==> src/rtl/mlp_layer_sequencer.sv <==
// Three-layer fully-connected linear network evaluated one product per cycle
// on a single shared multiply-accumulate unit, with valid/ready handshakes on both sides.
module mlp_layer_sequencer #(
    parameter int WIDTH = 16,
    parameter int N     = 4,
    parameter int FRAC  = 0,
    parameter logic [WIDTH*N*N-1:0] WEIGHTS_MATRIX_FLAT1 = '0,
    parameter logic [WIDTH*N*N-1:0] WEIGHTS_MATRIX_FLAT2 = '0,
    parameter logic [WIDTH*N*N-1:0] WEIGHTS_MATRIX_FLAT3 = '0
) (
    input  logic                    clk,
    input  logic                    rst_n,
    input  logic                    in_valid,
    output logic                    in_ready,
    input  logic signed [WIDTH-1:0] in [0:N-1],
    output logic                    out_valid,
    input  logic                    out_ready,
    output logic signed [WIDTH-1:0] out [0:N-1],
    output logic                    busy,
    output logic [1:0]              layer_idx
);

    localparam int IW   = (N > 1) ? $clog2(N) : 1;
    localparam int WIW  = (N > 1) ? $clog2(N*N) : 1;
    localparam int ACCW = 2*WIDTH + $clog2(N);
    localparam logic [IW-1:0] LAST = IW'(N-1);
    localparam logic signed [ACCW-1:0] SAT_MAX = (ACCW'(1) <<< (WIDTH-1)) - ACCW'(1);
    localparam logic signed [ACCW-1:0] SAT_MIN = ~SAT_MAX;

    typedef enum logic [1:0] {IDLE, COMPUTE, HOLD} state_t;

    state_t                  state, next_state;
    logic signed [WIDTH-1:0] src [0:N-1];
    logic signed [WIDTH-1:0] dst [0:N-1];
    logic signed [WIDTH-1:0] next_dst [0:N-1];
    logic signed [WIDTH-1:0] w_tab [0:3][0:N*N-1];
    logic signed [WIDTH-1:0] weight, row_result;
    logic signed [2*WIDTH-1:0] product;
    logic signed [ACCW-1:0]  acc, sum, shifted;
    logic [IW-1:0]           row, col;
    logic [WIW-1:0]          widx;
    logic [1:0]              layer;
    logic                    row_end, layer_end, accept;

    // Unpack the flat weight parameters into a layer x (row*N+col) lookup table.
    for (genvar k = 0; k < N*N; k++) begin : g_w
        assign w_tab[0][k] = WEIGHTS_MATRIX_FLAT1[WIDTH*k +: WIDTH];
        assign w_tab[1][k] = WEIGHTS_MATRIX_FLAT2[WIDTH*k +: WIDTH];
        assign w_tab[2][k] = WEIGHTS_MATRIX_FLAT3[WIDTH*k +: WIDTH];
        assign w_tab[3][k] = '0;
    end

    assign widx    = WIW'(row) * WIW'(N) + WIW'(col);
    assign weight  = w_tab[layer][widx];
    assign product = src[col] * weight;
    assign sum     = acc + ACCW'(product);
    assign shifted = sum >>> FRAC;

    assign row_result = (shifted > SAT_MAX) ? SAT_MAX[WIDTH-1:0] :
                        (shifted < SAT_MIN) ? SAT_MIN[WIDTH-1:0] :
                                              shifted[WIDTH-1:0];

    assign row_end   = (col == LAST);
    assign layer_end = row_end && (row == LAST);
    assign accept    = (state == IDLE) && in_valid;

    // Last row of a layer is not yet in dst when the layer ends, so merge it in here.
    always_comb begin
        next_dst      = dst;
        next_dst[row] = row_result;
    end

    always_ff @(posedge clk or negedge rst_n) begin
        if (!rst_n) state <= IDLE;
        else        state <= next_state;
    end

    always_comb begin
        next_state = state;
        case (state)
            IDLE:    if (in_valid)                 next_state = COMPUTE;
            COMPUTE: if (layer_end && layer == 2'd2) next_state = HOLD;
            HOLD:    if (out_ready)                next_state = IDLE;
            default:                               next_state = IDLE;
        endcase
    end

    always_comb begin
        in_ready  = 1'b0;
        out_valid = 1'b0;
        busy      = 1'b0;
        layer_idx = 2'd0;
        case (state)
            IDLE:    in_ready = 1'b1;
            COMPUTE: begin
                busy      = 1'b1;
                layer_idx = layer;
            end
            HOLD: begin
                busy      = 1'b1;
                out_valid = 1'b1;
            end
            default: ;
        endcase
    end

    always_ff @(posedge clk or negedge rst_n) begin
        if (!rst_n) begin
            src   <= '{default: '0};
            dst   <= '{default: '0};
            out   <= '{default: '0};
            acc   <= '0;
            layer <= 2'd0;
            row   <= '0;
            col   <= '0;
        end else if (accept) begin
            src   <= in;
            acc   <= '0;
            layer <= 2'd0;
            row   <= '0;
            col   <= '0;
        end else if (state == COMPUTE) begin
            if (row_end) begin
                acc      <= '0;
                dst[row] <= row_result;
                col      <= '0;
                row      <= layer_end ? '0 : row + IW'(1);
            end else begin
                acc <= sum;
                col <= col + IW'(1);
            end
            if (layer_end) begin
                src <= next_dst;
                if (layer == 2'd2) begin
                    out   <= next_dst;
                    layer <= 2'd0;
                end else begin
                    layer <= layer + 2'd1;
                end
            end
        end
    end

endmodule

==> config.mk <==
export PLATFORM = sky130hd
export DESIGN_NAME = mlp_layer_sequencer
export DESIGN_NICKNAME = d
export VERILOG_FILES = /design/src/rtl/mlp_layer_sequencer.sv
export SDC_FILE = /design/constraint.sdc
export NUM_CORES = 1
export LEC_CHECK = 0
export CAP_MARGIN = 20
export CORE_ASPECT_RATIO = 2
export CORE_UTILIZATION = 30
export CTS_CLUSTER_SIZE = 12
export DETAILED_ROUTE_END_ITERATION = 7
export MAX_ROUTING_LAYER = met4
export PLACE_DENSITY = 0.61
export SYNTH_ARGS = -nofsm -noshare
export SYNTH_HDL_FRONTEND = slang
export SYNTH_SLANG_ARGS = --single-unit
==> constraint.sdc <==
create_clock -name clk -period 2 [get_ports clk]
set_clock_uncertainty 0.2 [all_clocks]
set_input_delay 0.3 -clock clk [delete_from_list [all_inputs] [get_ports clk]]
set_output_delay 0.3 -clock clk [all_outputs]
set_load 0.03 [all_outputs]
==> results.md <==
- Status: complete, but fails checks
- Failing checks: negative setup slack
- Non-Filler Instances: 665
- Initial antenna violation count: 0
- Remaining Overflow, GRT: 0
- Placed cells: 621
- # diodes: 0
- Met3 GRT Util: 3.14%
- Crit path kind: flop to flop
- First-pass GRT wire length: 16000 um
- Critical Path End Type: flop
- Final ANT Viol Nets: 0
- Commonest non-fill, non-tap cells in the layout: dfrtp_1, nor2b_1, clkdlybuf4s50_1
- # rows: 64
- Synth-to-layout area growth: 45.1%
- Final Power: 6420 uW
- Critical Path Source: state[1]
- Share of layout cells above drive strength 1: 29.1%
- Critical path data arrival time: 2190 ps
- Top achievable clock speed: 476 MHz
- DIE AREA: 16300 sq um
- Setup repair after global routing missed its margin: true
- Ys flop type: dfrtp_1
- Synthesized area per cell: 13.8 sq um
- Clock slew at reported path FFs: 60 ps
- Largest net degree at the start of global routing: 63
- Synth cell types: 27
- Pwr Density: 939 nW/um^2
- Post-synthesis sequential area ratio: 63.7%
- Drt initial violations: 117
- Drt drc: 0
- Flop2flop setup slack: -100 ps
- Wire length per cell: 15.0 um
- Die Height: 179 um
- Starting Density: 30.8%
- Yosys warnings: 0
- Hold crit path type: input pin to asynchronous set/reset pin
- Worst setup path end: out[17]
- Gpl congestion: 0.733
- Max IR drop VDD: 0.000563 V
- Port Buffers: 72
- Startpoint Class: flop
- EDFF count, synth: 0
- Core outline area: 15300 sq um
- Met2 Use GR: 23.2%
- Syn Std Cell Area: 4710 sq um
- Leak: 0.00334 uW
- Synth Instances: 342
- Yosys reg bits: 120
- Slew margin rel.: 75.4%
- CTS H-Tree Depth: 4
- Vias in the first global route: 3087
- Worst slew pin tran: 369 ps
- Post-route setup slack: -100 ps
- Nets: 531
- Worst-Skew Late Latency: 400 ps
- Reg-to-Reg End: out[17]
- Max-cap violations: 0
- All-layer global routing usage: 13.3%
- Total clock buffers created by CTS: 17
- CTS tree: built
- IO Pins: 137
- Clock sink count: 120
- Via count: 2880
- Final setup violating endpoints: 47
- Most common cell after layout, fill and taps aside: dfrtp_1
- Worst reg-to-reg path cell count: 7
- DRT Wirelength: 9990 um
- Clock Path Buffers: 2
- Final Critical Period: 2100 ps
- Vias/cell: 4.33
- Critical Path RT: 2090 ps
- Crit share post-route: 105%
- CP max FO: 7
- Origin of the critical flop-to-flop path: state[1]
- Drt pass-1 iters: 4
- Utilization after layout: 44.7%
- Root buf cell: clkbuf_16
- Chip width: 90.6 um
- Max Slew Vio Count: 0
- Final Hold Viols: 0
- Syn nets: 419
- Async set-reset flop share out of synthesis: 100%
- Met1 Usage GRT: 14.1%
- Post-DP HPWL: 6060 um
- GRT Max-Usage Layer: met2
per-layer routing:
metal	routed length (um)	vias up
met5	0	-
met4	196	0
met3	242	12
met2	5520	56
met1	4040	1472
li1	-	1340
Yosys cell counts, drive strengths merged, types with 2 or more instances:
cell / count / area (sq um)
inv: 4 / 15.0
nor2b: 82 / 513
and2: 35 / 219
mux2: 49 / 552
clkbuf: 6 / 22.5
nand3: 2 / 15.0
ha: 9 / 113
a21oi: 3 / 15.0
nor2: 5 / 18.8
nand4: 2 / 12.5
buf: 9 / 93.8
nand2: 5 / 18.8
mux2i: 3 / 30.0
dfrtp: 120 / 3000
final cells by class:
cell class | instances | area, sq um
clock inverter | 12 | 165
inverter | 4 | 15.0
tap | 198 | 248
clock buffer | 20 | 467
multi-input combinational | 203 | 1800
fill | 1358 | 8450
timing repair buffer | 108 | 1140
sequential | 120 | 3000
flip-flops by register name, summed over array words and instances, names as in the netlist:
register and count:
col 2, dst 48, layer 2, out 64, row 2, state 2
worst min path at each step:
stage          startpoint  slack (ps)  cells after the start      end
6_report            rst_n         160                      2  dst[18]
5_1_grt             rst_n         190                      2  dst[16]
3_5_place_dp        rst_n          40                      1  dst[18]
2_1_floorplan       rst_n        -200                      0   col[0]
3_3_place_gp        rst_n          40                      1  dst[16]
4_1_cts             rst_n         160                      2  dst[16]
timing repair:
item                                    in CTS  in global routing
setup buffers                                5                  2
gates resized for setup                     45                 28
gates cloned                                 2                  4
hold endpoints to repair                    32                  0
pin swaps                                    1                  2
endpoints found under the setup margin      54                 72
hold buffers                                 1                  0
power breakdown:
group,total (uW),leakage (uW),switching (uW),internal (uW)
clock,3220,0.000305,1140,2080
combinational,702,0.00136,426,277
sequential,2500,0.00167,31.7,2470
per-stage QoR:
step | hold slack, ps | setup slack (ps) | cell area, sq um | TNS (ps)
after floorplan | -196 | -102 | 4740 | -4440
after global routing | 186 | -214 | 6840 | -9140
after global placement | 39.5 | -208 | 5840 | -8690
final | 157 | -100 | 6840 | -3810
after detailed placement | 43.2 | -219 | 5840 | -8900
after CTS | 160 | -154 | 6710 | -5210
logic make-up (layout without fill, tap and decap cells):
kind of cell	after synthesis	in the layout	share of synthesized area, %
compound gates	5	5	0.690
fa+ha+maj	9	9	2.39
buf+inv	19	144	2.79
flops	120	120	63.7
mux	52	52	12.3
simple gates	137	137	18.1
critical path, stage by stage, from the launching register on:
cell and delay [ps]:
dfrtp_1 390, inv_2 120, ha_4 160, nand3_4 80
nor4b_4 300, buf_6 230, clkbuf_16 190, mux2_4 300
(Power assumes the default switching activity.)
